`src/rtl/nb_ul_scrambler.sv`:
```
// nb_ul_scrambler: NB-IoT NPUSCH bit-level scrambler.
// Each accepted input bit is XORed with the length-31 Gold sequence c(n), seeded from c_init.
// The sequence is warmed up by NC advances before c(0) is used.
// Optional build macro SCRAMBLER_BYPASS_EN adds a 'bypass' input. When bypass is high, bits pass
// through unscrambled, but the LFSRs and the bit counter keep stepping so that alignment is kept.
module nb_ul_scrambler #(
  parameter int NC     = 1600,
  parameter int N_BITS = 2880,
  parameter int CNT_W  = 12
) (
  input  logic        clk,
  input  logic        reset,
  input  logic [30:0] c_init,
  input  logic        start,
  input  logic        in_bit,
  input  logic        in_en,
`ifdef SCRAMBLER_BYPASS_EN
  input  logic        bypass,
`else
`endif
  output logic        in_rdy,
  output logic        out_bit,
  output logic        out_en,
  output logic        busy,
  output logic        done,
  output logic        drop_err
);

  typedef enum logic [1:0] {
    IDLE   = 2'd0,
    WARMUP = 2'd1,
    RUN    = 2'd2
  } state_t;

  // Terminal counter values; NC_LAST is only reached when NC > 0.
  localparam logic [CNT_W-1:0] NC_LAST   = CNT_W'(NC - 1);
  localparam logic [CNT_W-1:0] BITS_LAST = CNT_W'(N_BITS - 1);
  localparam logic [CNT_W-1:0] CNT_ONE   = CNT_W'(1);

  state_t            state_q, state_d;
  logic [30:0]       x1_q, x1_d;
  logic [30:0]       x2_q, x2_d;
  logic [CNT_W-1:0]  cnt_q, cnt_d;
  logic              outBit_q, outBit_d;
  logic              outEn_q, outEn_d;
  logic              done_q, done_d;
  logic              dropErr_q, dropErr_d;
  logic              goldBit;
  logic              scrBit;

  // x1 recursion: x1(n+31) = x1(n+3) ^ x1(n); bit0 of the register holds x1(n).
  function automatic logic [30:0] advX1(input logic [30:0] x);
    return {x[3] ^ x[0], x[30:1]};
  endfunction

  // x2 recursion: x2(n+31) = x2(n+3) ^ x2(n+2) ^ x2(n+1) ^ x2(n).
  function automatic logic [30:0] advX2(input logic [30:0] x);
    return {x[3] ^ x[2] ^ x[1] ^ x[0], x[30:1]};
  endfunction

  assign goldBit = x1_q[0] ^ x2_q[0];

`ifdef SCRAMBLER_BYPASS_EN
  assign scrBit = bypass ? in_bit : (in_bit ^ goldBit);
`else
  assign scrBit = in_bit ^ goldBit;
`endif

  // Next-state logic: start/warm-up sequencing, per-accept scrambling and the sticky drop flag.
  always_comb begin
    state_d   = state_q;
    x1_d      = x1_q;
    x2_d      = x2_q;
    cnt_d     = cnt_q;
    outBit_d  = outBit_q;
    outEn_d   = 1'b0;
    done_d    = 1'b0;
    dropErr_d = dropErr_q;

    if (in_en && (state_q != RUN)) begin
      dropErr_d = 1'b1;
    end

    case (state_q)
      IDLE: begin
        if (start) begin
          x1_d      = 31'h1;
          x2_d      = c_init;
          cnt_d     = '0;
          dropErr_d = 1'b0;
          state_d   = (NC == 0) ? RUN : WARMUP;
        end
      end

      WARMUP: begin
        x1_d = advX1(x1_q);
        x2_d = advX2(x2_q);
        if (cnt_q == NC_LAST) begin
          cnt_d   = '0;
          state_d = RUN;
        end else begin
          cnt_d = cnt_q + CNT_ONE;
        end
      end

      RUN: begin
        if (in_en) begin
          outBit_d = scrBit;
          outEn_d  = 1'b1;
          x1_d     = advX1(x1_q);
          x2_d     = advX2(x2_q);
          if (cnt_q == BITS_LAST) begin
            done_d  = 1'b1;
            cnt_d   = '0;
            state_d = IDLE;
          end else begin
            cnt_d = cnt_q + CNT_ONE;
          end
        end
      end

      default: begin
        state_d = IDLE;
      end
    endcase
  end

  // State and output registers; reset abandons any codeword in flight immediately.
  always_ff @(posedge clk or posedge reset) begin
    if (reset) begin
      state_q   <= IDLE;
      x1_q      <= '0;
      x2_q      <= '0;
      cnt_q     <= '0;
      outBit_q  <= 1'b0;
      outEn_q   <= 1'b0;
      done_q    <= 1'b0;
      dropErr_q <= 1'b0;
    end else begin
      state_q   <= state_d;
      x1_q      <= x1_d;
      x2_q      <= x2_d;
      cnt_q     <= cnt_d;
      outBit_q  <= outBit_d;
      outEn_q   <= outEn_d;
      done_q    <= done_d;
      dropErr_q <= dropErr_d;
    end
  end

  assign in_rdy   = (state_q == RUN);
  assign busy     = (state_q != IDLE);
  assign out_bit  = outBit_q;
  assign out_en   = outEn_q;
  assign done     = done_q;
  assign drop_err = dropErr_q;

endmodule

```
`config.mk`:
```
export PLATFORM = sky130hd
export DESIGN_NAME = nb_ul_scrambler
export DESIGN_NICKNAME = d
export VERILOG_FILES = /design/src/rtl/nb_ul_scrambler.sv
export SDC_FILE = /design/constraint.sdc
export NUM_CORES = 1
export LEC_CHECK = 0
export ABC_AREA = 1
export CAP_MARGIN = 15
export CORE_AREA = 4 4 88 90
export CTS_BUF_LIST = sky130_fd_sc_hd__clkbuf_4 sky130_fd_sc_hd__clkbuf_8
export DETAILED_ROUTE_END_ITERATION = 10
export DIE_AREA = 0 0 92 94
export GPL_ROUTABILITY_DRIVEN = 0
export PLACE_DENSITY = 0.87
export SLEW_MARGIN = 20
export SYNTH_ARGS = -nofsm -noshare
export SYNTH_HDL_FRONTEND = slang
export SYNTH_SLANG_ARGS = --single-unit
```
`constraint.sdc`:
```
create_clock -name clk -period 4.5 [get_ports clk]
set_input_delay 0.45 -clock clk [delete_from_list [all_inputs] [get_ports clk]]
set_output_delay 0.45 -clock clk [all_outputs]
set_load 0.01 [all_outputs]
```
# Word level (Yosys, flattened, before mapping)
# Index checks and enable logic that the tools add are counted.
[classes]
add_sub_neg = 1
n_mul = 0
div = 0
order_cmp = 0
eq_ne = 9
shifts = 0
n_mux = 24
bitwise_logic = 6
reduce_logical = 7
[ops]
columns = ["op", "n"]
rows = [
  ["$pmux 31 s3", 2],
  ["$mux 31", 4],
  ["$mux 12", 4],
  ["$pmux 12 s3", 1],
  ["$add 12x1->12 const B", 1],
  ["$eq 12x11->1 const B", 1],
  ["$eq 12x12->1 const B", 1],
  ["$mux 1", 8],
  ["$mux 2", 4],
  ["$ne 2x2->1 const B", 4],
  ["$pmux 2 s3", 1],
  ["$xor 1x1->1", 6],
  ["$reduce_and 4->1", 1],
  ["$reduce_and 3->1", 1],
  ["$reduce_bool 3->1", 1],
  ["$eq 2x1->1 const B", 1],
  ["$eq 2x2->1 const B", 1],
  ["$logic_not 2->1", 1],
  ["$ne 2x1->1 const B", 1],
  ["$reduce_and 2->1", 1],
  ["$reduce_bool 2->1", 1],
  ["$logic_and 1x1->1", 1],
]
[word_totals]
register_bits = 80
latch_bits = 0
mem_bits_rw = 0
rom_bits = 0
memories = 0

# Logic depth before layout (Yosys ltp)
# Gate-level depths: netlist (run 1).
[logic_depth]
depth_word = 5
depth_mapped = 9
mapped_depth_nobuf = 9

# Worst setup path before layout (run 1)
# No wires, ideal clock.
[synth_timing]
path_kind = "reg-to-reg"
startpoint = "register state_q[0]"
endpoint = "register x2_q[2]"
arrival_ns = 1.503
t_required_ns = 4.370
slack_ns = 2.867
path_stages_with_launch = 10
path_buffers = 2
synth_period_minus_slack_ns = 1.633
cell_sequence = "dfrtp_1 -> inv_1 -> ha_1 -> nand2_1 -> nand3_1 -> inv_1 -> buf_2 -> buf_2 -> o211ai_1 -> o21ai_0"
[synth_between]
elab_chain_cells = 3
elab_cells_between_ends = 8
classes_between = "4 x eq/ne; 1 x mux; 3 x reduce/logical"
[synth_rtl]
columns = ["element", "line", "rtl"]
rows = [
  ["start, declared", "40", "state_t state_q, state_d;"],
  ["start signal, assigned", "140", "state_q <= state_d;"],
  ["$eq 2x2->1 (*)", "--", ""],
  ["via in_rdy", "21", "output logic in_rdy,"],
  ["$ne 2x2->1 (no line) / $reduce_bool 3->1 (equally long branches)", "--", ""],
  ["$reduce_and 3->1 (no line)", "--", ""],
  ["end signal, assigned", "133", "x2_q <= '0;"],
  ["end signal, assigned", "142", "x2_q <= x2_d;"],
  ["end, declared", "42", "logic [30:0] x2_q, x2_d;"],
]
# The timed path passes the listed nets; every way through them passes the cells marked *.
# A chain may end at the register's enable or synchronous reset.

# Final worst setup path (run 1)
[layout_timing]
startpoint = "register state_q[0]"
endpoint = "register cnt_q[8]"
[layout_between]
elab_chain_cells = 3
elab_cells_between_ends = 8
classes_between = "4 x eq/ne; 1 x mux; 3 x reduce/logical"
[layout_rtl]
columns = ["element", "line", "rtl"]
rows = [
  ["$eq 2x2->1, or another cell as far along", "84", "case (state_q)"],
  ["$ne 2x2->1 (no line) / $reduce_bool 3->1 (equally long branches)", "--", ""],
  ["$reduce_and 3->1 (no line)", "--", ""],
  ["end signal, assigned", "143", "cnt_q <= cnt_d;"],
  ["end, declared", "43", "logic [CNT_W-1:0] cnt_q, cnt_d;"],
]
# Several ways; a longest one is shown, not always the timed one.

==> qor.yml, run 1 <==
num_vias: 3006
fmax_ghz: 0.400
slew_violations: 0
rows: 31
tns_ns: 0
yosysUniqueCellTypes: 25
dpl_worst_slack_ns: 1.89
critPathArrivalTime_ns: 2.77
p_sw_mw: 1.15
hold_viol_final: 0
synthAdderAreaFrac: 0.0199
synth_top_area_cell: "dfrtp_1"
die_h_um: 94
ys_ff_latch: 80
fin_skew_ns: 0.00679
routed_wl_mm: 7.73
drtAntennaViolNets: 0
drv_cap: 0
start_kind: "register"
ys_seq_area_frac: 0.530
cts_tree: "built"
cts_buffers: 9
pin_count: 42
grt_pass1_wl_mm: 13.4
diodes: 0
syn-num-nets: 476
hold_path.class: "register to register"
io_buffers: 41
period_share: 0.555
viasPerCell: 5.29
fin_ws_ns: 2.00
track_usage: 0.193
die_x_um: 92
finalCriticalPeriod_ns: 2.50
ir_worst_vdd_mv: 0.357
rsz0062_at_grt: "no"
switching_share: 0.393
setup_violations: 0
grt_max_degree: 79
maxSlewHeadroom: 0.358
path_class: "register to register"
syn-mean-instance-area_um2: 8.70
grt_pass1_vias: 2999
ys_top_cells_by_area: "dfrtp_1, nand2_1, o21ai_0"
power_leakage_nw: 2.02
first_iter_violations: 239
clockRootBuffer: "clkbuf_8"
pwr-share-clk: 0.238
drc: 0
insertion_delay_ns: 0.35
antenna_found_initial: 0
yosysTopAreaCellShare: 0.530
clk_pin_slew_worst_paths_ns: 0.08
synthSimpleGateAreaFrac: 0.167
clock_path_buffers: 2
worst_setup_path_end_kind: "register"
required_ns: 4.77
h-tree-depth: 3
yosys.area_share.xor_xnor: 0.0232
cts_sinks: 80
cts_hold_buffers: 0
worstMarginPinSlew_ns: 0.962
synth_area_um2: 3780
synth-compound-area-share: 0.165
final_layout_size_suffix_gt1_frac: 0.0640
seqPwrFrac: 0.342
p_int_mw: 1.77
core-area_um2: 7060
cp_max_fo: 64
num-nets-final: 506
power_density_nw_per_um2: 649
wl_per_cell_um: 13.6
cts_resized: 0
start_util: 0.535
synth.area.mux_share: 0
pwr-share-comb: 0.420
drt_first_pass_iters: 5
dieArea_um2: 8650
synth_top_family_by_area: "simple AND/OR/NAND/NOR gates"
overflow: 0
synth_warnings: 0
area.growth.synth_to_final_pct: 19.2
cts_setup_buffers: 0
status: "finished, final reports clean"
synthCells: 434
dp_hpwl_mm: 4.95
==> cell type report <==
| class | instances | area, um2 |
|---|---|---|
| fillers | 567 | 2560 |
| flip-flops and latches | 80 | 2000 |
| multi-input cells | 263 | 1420 |
| repair buffers | 45 | 440 |
| inverters | 65 | 244 |
| clock buffers | 11 | 145 |
| clock inverters | 5 | 128 |
| well taps | 99 | 124 |
==> power by group through the flow <==
stage                     Combinational, mW  Sequential [mW]  Clock, mW
after floorplan                       0.968            0.996          0
final                                  1.23             1.00      0.694
after CTS                              1.23            0.999      0.707
after global routing                   1.39             1.02      0.747
after detailed placement               1.22             1.01          0
after global placement                 1.16             1.00          0
==> cells in the final DEF (no fill, tap or decap) <==
master and instances:
o21ai_0 49, a21oi_4 1, xnor2_1 6, nand3b_1 1, o211ai_1 28, o31ai_1 17
buf_4 4, nor2_4 1, inv_2 2, dfrtp_1 80, a21o_1 1, xor2_1 4
clkinv_1 1, ha_2 1, bufinv_16 4, clkdlybuf4s50_1 41, o21bai_1 1, nor2_1 26
nand3_2 2, nand2_2 3, a21oi_1 2, clkbuf_8 10, nor3_1 3, ha_1 5
nand2_1 86, nand3_1 21, clkinvlp_4 1, clkbuf_4 1, inv_1 62, nand4_1 5
==> metrics by stage <==
step	instance area, um2	std cells	util	power [mW]	hold slack (ns)
6_report	4500	568	0.638	2.92	0.487
3_3_place_gp	4230	552	0.599	2.16	0.463
2_1_floorplan	3780	434	-	1.96	0.450
3_5_place_dp	4230	552	0.599	2.23	0.469
4_1_cts	4500	568	0.638	2.93	0.490
5_1_grt	4500	568	0.638	3.16	0.509
==> flip-flops by register name (all words and copies together), names as in the netlist <==
register and flops:
out_en 1, x2_q 31, out_bit 1, x1_q 31, state_q 2, drop_err 1
cnt_q 12, done 1
==> final timing paths <==
check                                start  slack, ns        to  depth (start not counted)
worst min register to register    x1_q[18]       0.49  x1_q[18]                          2
max in group asynchronous            reset       2.88  x1_q[22]                          3
worst min-delay path              x1_q[18]       0.49  x1_q[18]                          2
min in group asynchronous            reset       0.63   x2_q[7]                          2
worst max register to register  state_q[0]       2.00  cnt_q[8]                          9
worst max-delay path            state_q[0]       2.00  cnt_q[8]                          9
==> synth_stat cells <==
library cell and number:
a21o_1 1, o21bai_1 1, a21oi_1 2, nand2_2 3
nand3b_1 1, nand2_1 86, nand3_2 2, buf_2 14
o31ai_1 17, inv_1 64, clkbuf_1 10, xor2_1 4
dfrtp_1 80, xnor2_1 6, nor3_1 3, nor2_4 1
ha_1 6, nand4_1 5, o21ai_0 49, nand3_1 21
buf_1 2, clkinv_1 1, a21oi_4 1, nor2_1 26
o211ai_1 28
==> critical path, stage by stage, from the launching register on <==
cell and delay, ns:
dfrtp_1 0.42, inv_1 0.11, ha_1 0.27, nand2_1 0.11
nand3_1 0.11, inv_2 0.71, nand2_1 0.23, o21ai_0 0.21
o21ai_0 0.11, nor2_1 0.13
==> per-layer routing <==
metal | track usage | share of wire | vias up | routed length (um)
met1 | 0.239 | 0.44 | 1442 | 3400
met2 | 0.335 | 0.50 | 92 | 3900
met4 | 0.0594 | 0.010 | 0 | 79
met3 | 0.0481 | 0.046 | 8 | 356
met5 | 0 | 0 | - | 0
li1 | - | - | 1464 | -
==> logic make-up (layout without fill, tap and decap cells) <==
family	Yosys count	count (layout)
AND/OR/NAND/NOR	148	148
AO/OA/AOI/OAI	99	99
buffers and inverters	91	126
flip-flops	80	80
XOR/XNOR	10	10
adder cells (fa/ha/maj)	6	6
Power figures use the tool's default switching activity.
==> run 2, diff against run 1 <==
--- a/config.mk
+++ b/config.mk
@@ -7,10 +7,10 @@
 export LEC_CHECK = 0
 export ABC_AREA = 1
 export CAP_MARGIN = 15
-export CORE_AREA = 4 4 88 90
+export CORE_AREA = 4 4 90 92
 export CTS_BUF_LIST = sky130_fd_sc_hd__clkbuf_4 sky130_fd_sc_hd__clkbuf_8
 export DETAILED_ROUTE_END_ITERATION = 10
-export DIE_AREA = 0 0 92 94
+export DIE_AREA = 0 0 94 96
 export GPL_ROUTABILITY_DRIVEN = 0
 export PLACE_DENSITY = 0.87
 export SLEW_MARGIN = 20
==> constraint.sdc (replaced) <==
create_clock -name clk -period 2 [get_ports clk]
set_input_delay 0.2 -clock clk [delete_from_list [all_inputs] [get_ports clk]]
set_output_delay 0.2 -clock clk [all_outputs]
set_load 0.01 [all_outputs]
==> run 2 against run 1 <==
Against the previous run:
- sequential share of layout area about the same
- cell count grew 1.4%
- global-route usage decreased by 1.1 points
- combinational power is 140% higher
- setup slack lost 1.9 ns
- register-to-register slack lost 1.7 ns
- utilization shrank 1.3 points
- clock power up 51%
- clock skew barely moved
==> qor.yml, run 2 (synthesis gave the netlist of run 1 again) <==
final_layout_size_suffix_gt1_frac: 0.0839  # +0.0199
die_h_um: 96  # +2.1%
clk_pin_slew_worst_paths_ns: 0.08  # about the same
clock_path_buffers: 2  # unchanged
die_x_um: 94  # +2.2%
pin_count: 42  # unchanged
tns_ns: 0  # unchanged
antenna_found_initial: 0  # unchanged
first_iter_violations: 133  # -44%
cts_setup_buffers: 0  # unchanged
reg_top3: "x1_q (31), x2_q (31), cnt_q (12)"
dp_hpwl_mm: 5.04  # +1.9%
finalCriticalPeriod_ns: 1.90
cts_sinks: 80  # unchanged
fin_ws_ns: 0.0955  # -1.91 ns
power_leakage_nw: 2.02  # +0.16%
n_fill_cell: 608  # +7.2%
num_vias: 2966  # -1.3%
final_common_cell: "nand2_1"
dpl_worst_slack_ns: 0.140  # -1.75 ns
ir_worst_vdd_mv: 0.631  # +77%
area.growth.synth_to_final_pct: 19.2  # about the same
insertion_delay_ns: 0.35  # about the same
grt_pass1_wl_mm: 13.0  # -3.3%
drv_cap: 0  # unchanged
h-tree-depth: 3  # unchanged
critPathArrivalTime_ns: 1.70  # -1.07 ns
wl_per_cell_um: 12.7  # -7.0%
setup_violations: 0  # unchanged
cts_buffers: 9  # unchanged
rsz0062_at_grt: "no"
viasPerCell: 5.15  # -2.7%
drc: 0  # unchanged
placed_cells: 561  # +1.6%
io_buffers: 41  # unchanged
maxSlewHeadroom: 0.641  # +0.283
hold_path.class: "input port to async pin"
fmax_ghz: 0.525
stdcell_count: 576  # +1.4%
path_class: "register to output port"
start_kind: "register"
diodes: 0  # unchanged
num-nets-final: 515  # +1.8%
required_ns: 1.80  # -2.97 ns
drtAntennaViolNets: 0  # unchanged
routed_wl_mm: 7.30  # -5.7%
worst_setup_path_end_kind: "output port"
grt_pass1_vias: 2893  # -3.5%
track_usage: 0.182  # -0.0113
overflow: 0  # unchanged
rows: 31  # unchanged
status: "finished, final reports clean"
grt_max_degree: 56  # -29%
drt_first_pass_iters: 4  # -1
fin_skew_ns: 0.00695  # +0.000152 ns
cts_tree: "built"
dieArea_um2: 9020  # +4.3%
core-area_um2: 7210  # +2.2%
power_density_nw_per_um2: 1390  # +110%
layout_common_cells: "nand2_1, dfrtp_1, inv_1"
clockRootBuffer: "clkbuf_8"
worstMarginPinSlew_ns: 0.539  # -0.423 ns
start_util: 0.524  # -0.0115
cp_max_fo: 4  # -94%
hold_viol_final: 0  # unchanged
slew_violations: 0  # unchanged
period_share: 0.952
## run 2: power by group
| group | switching (mW) | internal [mW] |
|---|---|---|
| Clock | 0.578 | 0.475 |
| Combinational | 1.86 | 1.13 |
| Sequential | 0.178 | 2.06 |
## run 2: final cells by class
type | instances | area, um2 | share of cell area
inverter | 65 | 250 | 0.0556
timing repair buffer | 54 | 533 | 0.118
clock buffer | 10 | 138 | 0.0306
tap | 99 | 124 | 0.0275
sequential | 80 | 2000 | 0.444
clock inverter | 5 | 33.8 | 0.00750
multi-input combinational | 263 | 1420 | 0.316
## run 2: worst paths after layout
kind / from / to / slack (ns) / cells after the start
min in group clk: start / drop_err / 0.43 / 2
max: state_q[0] / in_rdy / 0.1 / 4
min reg2reg: x1_q[30] / x1_q[30] / 0.48 / 2
max in group asynchronous: reset / cnt_q[7] / 1.27 / 3
max reg2reg: state_q[0] / cnt_q[11] / 0.27 / 9
min: reset / x2_q[16] / 0.32 / 3
## run 2: critical path, cell delays in order (launching register included)
cell and delay, ns:
dfrtp_1 0.43, inv_2 0.09, ha_1 0.17, buf_4 0.14, clkdlybuf4s50_1 0.53
## run 2: repair_timing
item	CTS	global route
endpoints found under the setup margin	0	15
hold buffers	0	0
resized for setup	0	3
## run 2: metrics by stage
stage,utilization,power (mW),hold slack (ns),cell area (um2)
floorplan,-,4.42,0.289,3780
global placement,0.600,5.11,0.465,4330
detailed placement,0.600,5.24,0.466,4330
CTS,0.623,6.30,0.336,4500
global route,0.624,6.84,0.369,4500
finish,0.624,6.28,0.324,4500
## run 2: layer usage
| metal | wire length (um) | vias up | share of wire | GRT usage |
|---|---|---|---|---|
| met5 | 0 | - | 0 | 0 |
| met4 | 116 | 0 | 0.016 | 0.0686 |
| met3 | 261 | 13 | 0.036 | 0.0367 |
| met2 | 3540 | 48 | 0.49 | 0.293 |
| met1 | 3380 | 1420 | 0.46 | 0.245 |
| li1 | - | 1485 | - | - |
